$ cat config.mk
export PLATFORM = sky130hd
export DESIGN_NAME = gemm_tile_scheduler
export DESIGN_NICKNAME = d
export VERILOG_FILES = /design/src/rtl/gemm_tile_scheduler.sv
export SDC_FILE = /design/constraint.sdc
export NUM_CORES = 1
export LEC_CHECK = 0
export CORE_MARGIN = 8
export CORE_UTILIZATION = 37
export CTS_CLUSTER_SIZE = 8
export DETAILED_ROUTE_END_ITERATION = 8
export PLACE_DENSITY_LB_ADDON = 0.12
export SKIP_LAST_GASP = 1
export SYNTH_ARGS = -nofsm -noshare
export SYNTH_HDL_FRONTEND = slang
export SYNTH_SLANG_ARGS = --single-unit
$ cat constraint.sdc
create_clock -name clk -period 3.2 [get_ports clk]
set_input_delay 0.64 -clock clk [delete_from_list [all_inputs] [get_ports clk]]
set_output_delay 0.64 -clock clk [all_outputs]
set_load 0.02 [all_outputs]
$ cat src/rtl/gemm_tile_scheduler.sv
// Walks the M/N/K tile space of a GEMM on the 16x16 systolic array: loads operands,
// fires the array once per K tile (clearing accumulators on the first) and writes back each C tile.
module gemm_tile_scheduler #(
  parameter int M_TILES      = 2,
  parameter int N_TILES      = 2,
  parameter int K_TILES      = 3,
  parameter int ADDR_W       = 16,
  parameter int A_TILE_WORDS = 144,
  parameter int B_TILE_WORDS = 144,
  parameter int C_TILE_WORDS = 256,
  localparam int MW = (M_TILES > 1) ? $clog2(M_TILES) : 1,
  localparam int NW = (N_TILES > 1) ? $clog2(N_TILES) : 1,
  localparam int KW = (K_TILES > 1) ? $clog2(K_TILES) : 1
) (
  input  logic              clk,
  input  logic              rst_n,
  input  logic              start,
  input  logic              abort,
  output logic              busy,
  output logic              ld_req,
  input  logic              ld_ack,
  output logic [ADDR_W-1:0] ld_a_addr,
  output logic [ADDR_W-1:0] ld_b_addr,
  output logic              arr_start,
  output logic              acc_clear,
  input  logic              arr_done,
  output logic              wb_req,
  input  logic              wb_ack,
  output logic [ADDR_W-1:0] wb_addr,
  output logic              done,
  output logic [MW-1:0]     m_idx,
  output logic [NW-1:0]     n_idx,
  output logic [KW-1:0]     k_idx
);

  typedef enum logic [2:0] {
    IDLE    = 3'd0,
    LOAD    = 3'd1,
    FIRE    = 3'd2,
    COMPUTE = 3'd3,
    WB      = 3'd4,
    FIN     = 3'd5
  } state_t;

  localparam logic [MW-1:0] M_LAST = MW'(M_TILES - 1);
  localparam logic [NW-1:0] N_LAST = NW'(N_TILES - 1);
  localparam logic [KW-1:0] K_LAST = KW'(K_TILES - 1);

  state_t          state_reg, state_next;
  logic [MW-1:0]   m_reg, m_next;
  logic [NW-1:0]   n_reg, n_next;
  logic [KW-1:0]   k_reg, k_next;

  always_ff @(posedge clk or negedge rst_n) begin
    if (!rst_n) begin
      state_reg <= IDLE;
      m_reg     <= '0;
      n_reg     <= '0;
      k_reg     <= '0;
    end else begin
      state_reg <= state_next;
      m_reg     <= m_next;
      n_reg     <= n_next;
      k_reg     <= k_next;
    end
  end

  always_comb begin
    state_next = state_reg;
    m_next     = m_reg;
    n_next     = n_reg;
    k_next     = k_reg;
    if (abort) begin
      state_next = IDLE;
      m_next     = '0;
      n_next     = '0;
      k_next     = '0;
    end else begin
      case (state_reg)
        IDLE: begin
          if (start) begin
            state_next = LOAD;
            m_next     = '0;
            n_next     = '0;
            k_next     = '0;
          end
        end
        LOAD: begin
          if (ld_ack) state_next = FIRE;
        end
        FIRE: state_next = COMPUTE;
        COMPUTE: begin
          if (arr_done) begin
            if (k_reg < K_LAST) begin
              k_next     = k_reg + KW'(1);
              state_next = LOAD;
            end else begin
              state_next = WB;
            end
          end
        end
        WB: begin
          if (wb_ack) begin
            k_next = '0;
            if (m_reg == M_LAST && n_reg == N_LAST) begin
              state_next = FIN;
            end else begin
              state_next = LOAD;
              if (n_reg < N_LAST) begin
                n_next = n_reg + NW'(1);
              end else begin
                n_next = '0;
                m_next = m_reg + MW'(1);
              end
            end
          end
        end
        FIN:     state_next = IDLE;
        default: state_next = IDLE;
      endcase
    end
  end

  // Every output decodes from registered state only, so no input reaches an output combinationally.
  assign busy      = (state_reg != IDLE);
  assign ld_req    = (state_reg == LOAD);
  assign arr_start = (state_reg == FIRE);
  assign acc_clear = (state_reg == FIRE) && (k_reg == '0);
  assign wb_req    = (state_reg == WB);
  assign done      = (state_reg == FIN);

  assign m_idx = m_reg;
  assign n_idx = n_reg;
  assign k_idx = k_reg;

  // Arithmetic is done modulo 2^ADDR_W, which equals truncating the full-width product.
  assign ld_a_addr = (ADDR_W'(m_reg) * ADDR_W'(K_TILES) + ADDR_W'(k_reg)) * ADDR_W'(A_TILE_WORDS);
  assign ld_b_addr = (ADDR_W'(k_reg) * ADDR_W'(N_TILES) + ADDR_W'(n_reg)) * ADDR_W'(B_TILE_WORDS);
  assign wb_addr   = (ADDR_W'(m_reg) * ADDR_W'(N_TILES) + ADDR_W'(n_reg)) * ADDR_W'(C_TILE_WORDS);

endmodule
# Word level (Yosys, flattened, before mapping)

Cells that the tools add are included.

Register bits after elaboration: 7
Bits in latches: 0
RAM bits: 0
ROM bits: 0
Input port bits: 7
Output and inout bits: 58
Logic and storage cells: 63
Memories: 0

Add/sub/neg operators: 6
Multiply operators: 3
Div/mod/pow operators: 0
Order comparisons: 2
Equality and inequality tests: 12
Shift operators: 0
Mux-type cells: 25
Bitwise operators: 0
Reductions and logical operators: 11

Operator list:

| cell                                                                    | count |
|---|---|
| 3-bit two-way mux                                                       | 7 |
| 4-bit by 4-bit multiplier with 8-bit output, second input constant      | 2 |
| 3-bit inequality test, second input constant                            | 5 |
| 3-bit case mux with 5 select lines                                      | 1 |
| 2-bit two-way mux                                                       | 5 |
| 5-bit AND reduction                                                     | 2 |
| 1-bit two-way mux                                                       | 9 |
| 4-bit AND reduction                                                     | 2 |
| 3-bit by 2-bit == test with 1-bit output, second input constant         | 2 |
| 3-bit == test, second input constant                                    | 2 |
| 3-bit by 2-bit inequality test with 1-bit output, second input constant | 2 |
| 2-bit case mux with 3 select lines                                      | 1 |
| 3-bit nonzero test                                                      | 2 |
| 3-bit by 1-bit adder with 4-bit output                                  | 1 |
| 3-bit by 2-bit adder with 4-bit output                                  | 1 |
| 1-bit case mux with 2 select lines                                      | 2 |
| 4-bit nonzero test                                                      | 1 |
| 2-bit by 1-bit adder with 3-bit output                                  | 1 |
| 3-bit by 1-bit == test with 1-bit output, second input constant         | 1 |
| 3-bit logical NOT                                                       | 1 |
| 1-bit by 2-bit multiplier with 3-bit output, second input constant      | 1 |
| 1-bit adder, second input constant                                      | 2 |
| 2-bit by 1-bit adder with 2-bit output, second input constant           | 1 |
| 1-bit logical AND                                                       | 2 |
| 3 further kinds                                                         | 3 |

# Longest topological paths before layout

Depth after elaboration: 6
Depth in mapped cells: 5
Depth with buffers taken out: 4

# Least setup slack after synthesis

No wires, ideal clock.

Kind: register -> output
Start point: register state_reg[1]
End point: output acc_clear
Data arrival time: 1.555 ns
Data required time: 2.560 ns
Path slack: 1.005 ns
Stages on the path, launching flop included: 4
Path buffers: 1
Cell sequence: dfrtp_1 -> clkbuf_1 -> nor3b_1 -> and2_1

Word-level cells in the longest chain between the ends: 2

Ends and longest elaborated chain:

| element                                  | RTL line | RTL |
|---|---|---|
| from (decl)                              | 49       | `state_t state_reg, state_next;` |
| from (signal assigned)                   | 61       | `state_reg <= state_next;` |
| 3-bit by 2-bit == test with 1-bit output | --       |  |
| via arr_start                            | 24       | `output logic arr_start,` |
| 1-bit logical AND                        | 128      | `assign acc_clear = (state_reg == FIRE) && (k_reg == '0);` |
| to (decl)                                | 25       | `output logic acc_clear,` |

The timed path passes the listed nets, and every way through them passes these cells.

# Worst setup path after layout

Start point: register m_reg (netlist: m_idx)
End point: output ld_a_addr[5]

Word-level cells in the longest chain between the ends: 3

Ends and longest elaborated chain:

| element                                     | RTL line | RTL |
|---|---|---|
| from (decl)                                 | 50       | `logic [MW-1:0] m_reg, m_next;` |
| from (signal assigned)                      | 62       | `m_reg <= m_next;` |
| 1-bit by 2-bit multiplier with 3-bit output | 137      | `assign ld_a_addr = (ADDR_W'(m_reg) * ADDR_W'(K_TILES) + ADDR_W'(k_reg)) * ADDR_W'(A_TILE_WORDS);` |
| 3-bit by 2-bit adder with 4-bit output      | 137      |  |
| 4-bit by 4-bit multiplier with 8-bit output | 137      |  |
| to (decl)                                   | 22       | `output logic [ADDR_W-1:0] ld_a_addr,` |

No other way between the ends.

==> flow_metrics.py <==
metrics = {
    "outcome": {
        "status": "finished clean",
    },
    "floorplan": {
        "die_y_microns": 64.66,
        "rows": 17,
        "fp.dieW_microns": 64.66,
        "initial_utilization_pct": 39.22,
        "core_area_sq_um": 2233,
        "dieArea_sq_um": 4180,
        "pin_count": 65,
    },
    "final_layout": {
        "drive_gt1_share_pct": 10.08,
        "diodes": 0,
        "largest_register_ffs": 3,
        "fin_nets": 130,
        "fill_cells": 237,
        "final_cell_area_sq_um": 999.7,
        "area_growth_pct": 14.14,
    },
    "power": {
        "power.density_nw_per_um2": 334.9,
        "vdd.ir_drop.worst_mv": 0.1509,
        "p_leak_nw": 0.4653,
    },
    "global_route": {
        "first_global_vias": 666,
        "grt-ovfl-total": 0,
        "grt_usage_pct": 9.085,
        "grt_max_degree": 14,
        "grt_pass1_wl_mm": 3.111,
        "antenna_found_initial": 0,
    },
    "timing": {
        "period_minus_slack_ps": 2698,
        "hold_viol": 0,
        "grt_setup_unrepaired": "no",
        "finalSetupViolCount": 0,
        "period_share_pct": 84.30,
        "fin_skew_ps": 2.119,
        "drv_slew": 0,
        "fmax_ghz": 0.3707,
        "setup_tns_ps": 0,
    },
    "yosys": {
        "yosysTopAreaCell": "buf_4",
        "ys_ff_latch": 7,
        "synth_cells": 101,
        "ys_warn_count": 0,
        "avgSynthCellArea_sq_um": 8.672,
        "netlist_area_sq_um": 875.8,
        "seq_area_frac_synth_pct": 20.00,
        "netlist_top_cells_area": "buf_4 (39%), dfrtp_1 (20%), mux2_2 (3.9%)",
        "synth_cell_types": 29,
        "synth_top_area_share_pct": 38.57,
    },
    "critical_path": {
        "end_kind": "output port",
        "crit_fanout": 7,
        "timing.rr.start": "state_reg[0]",
        "crit_chain": "ha_1 -> fa_1 -> clkdlybuf4s50_1",
        "crit_type": "reg2out",
        "rr_endpoint": "state_reg[0]",
        "cpMaxStageDelayCell": "clkdlybuf4s50_1",
        "cp.arrival_ps": 2060,
        "r2r_slack_ps": 1310,
        "worstPathRequired_ps": 2560,
        "critical_path.max_stage_delay_ps": 610,
        "reg2reg_depth": 4,
        "worstSetupStartpointType": "register",
    },
    "cts": {
        "cts_buffers": 3,
        "h-tree-depth": 1,
        "cts_tree": "yes",
        "hold_buffers": 0,
        "cts_setup_buffers": 0,
        "clockRootBuffer": "clkbuf_4",
        "clock_latency_ps": 250,
        "cts_resized": 0,
        "clock-sinks": 7,
        "path_clk_slew_ps": 50,
        "cts_buffer_depth": 2,
    },
    "hold_path": {
        "hp-class": "reg2reg",
        "holdPathEnd": "k_idx[0]",
        "hp-start": "k_idx[0]",
        "min_path_cells": 2,
    },
    "detailed_routing": {
        "firstDrtPassIters": 4,
        "drt_iter0_drc": 9,
        "wl_mm": 1.860,
        "antenna_left": 0,
        "wire_per_inst_microns": 12.65,
        "vias_per_cell": 4.218,
        "vias": 620,
        "drc": 0,
    },
    "placement": {
        "port_buffers": 30,
        "dpl.hpwl_mm": 1.545,
        "gp_congestion": 0.8052,
        "place_area_sq_um": 973.4,
    },
    "run": {
        "maxCapViolations": 0,
    },
}
kinds of logic (layout without fill, tap and decap cells):
kind of cell	Yosys count	after routing	share of synthesized area [%]
AO/OA/AOI/OAI	12	12	10.72
adder cells (fa/ha/maj)	3	3	5.142
buffers and inverters	52	37	42.57
flip-flops	7	7	20.00
multiplexers	6	6	7.856
other	1	34	0.4282
AND/OR/NAND/NOR	20	20	13.29
layout make-up:
class	instances	area, sq um	area share, %
Clock buffer	4	26.28	2.628
Inverter	3	11.26	1.126
Multi-Input combinational cell	75	451.7	45.18
Sequential cell	7	175.2	17.52
Tap cell	28	35.03	3.504
Timing Repair Buffer	30	300.3	30.04
layout by cell type (no fill, tap or decap), drive strengths merged, types with 2 or more instances in the layout:
cell and n:
inv 3, and3b 2, clkdlybuf4s50 30, conb 34, nand2 6, clkbuf 4
nor3 2, mux2i 2, nor2 3, nor3b 2, dfrtp 7, a21oi 5
and2 2, mux2 4, ha 2
metrics by stage:
| step | worst slack (ps) | power, W | hold slack, ps | utilization, % | std cells |
|---|---|---|---|---|---|
| CTS | 473.3 | 0.0003374 | 650.9 | 44.76 | 147 |
| finish | 502.4 | 0.0003348 | 639.9 | 44.76 | 147 |
| global route | 415.3 | 0.0003574 | 679.6 | 44.76 | 147 |
| detailed placement | 673.3 | 0.0002540 | 643.2 | 43.59 | 143 |
| global placement | 716.4 | 0.0002550 | 629.5 | 43.59 | 143 |
| floorplan | 1005 | 0.0002461 | 344.4 | - | 134 |
where the power goes:
part / switching, W / internal (W) / leakage (nW)
combinational: 0.0000836 / 0.0000582 / 0.355
sequential: 0.0000182 / 0.0000940 / 0.0957
clock: 0.0000331 / 0.0000476 / 0.0150
total: 0.000135 / 0.000200 / 0.465
worst max-delay path by stage:
stage / slack (ps) / endpoint / from
CTS: 470 / ld_a_addr[5] / m_idx
floorplan: 1010 / acc_clear / state_reg[1]
global route: 420 / ld_a_addr[8] / m_idx
finish: 500 / ld_a_addr[5] / m_idx
global placement: 720 / state_reg[0] / abort
detailed placement: 670 / state_reg[0] / abort
worst max-delay path: cells and delay by family, from the launching register on:
kind / cells / cell delay (ps)
flip-flops: 1 / 460
adder cells (fa/ha/maj): 2 / 740
buffers and inverters: 1 / 610
metal layers:
metal / part of all wire [%] / global-route usage (%) / vias to the layer above
met1: 42 / 10.24 / 285
met5: 0 / 0 / -
met3: 13 / 3.436 / 2
met4: 1.5 / 5.722 / 0
li1: - / - / 290
met2: 44 / 14.16 / 43
synthesized netlist by cell type, drive strengths merged:
cell	n
o41ai	1
nand3b	1
nor3	2
conb	1
o32a	1
o31a	1
mux2	4
nor3b	2
buf	47
nand2	6
inv	3
mux2i	2
dfrtp	7
o21a	1
and2	2
ha	2
o22ai	1
a21oi	5
and3b	2
a21o	1
or4b	1
or3	1
nor2	3
a221oi	1
clkbuf	2
fa	1
(Power assumes the default switching activity.)
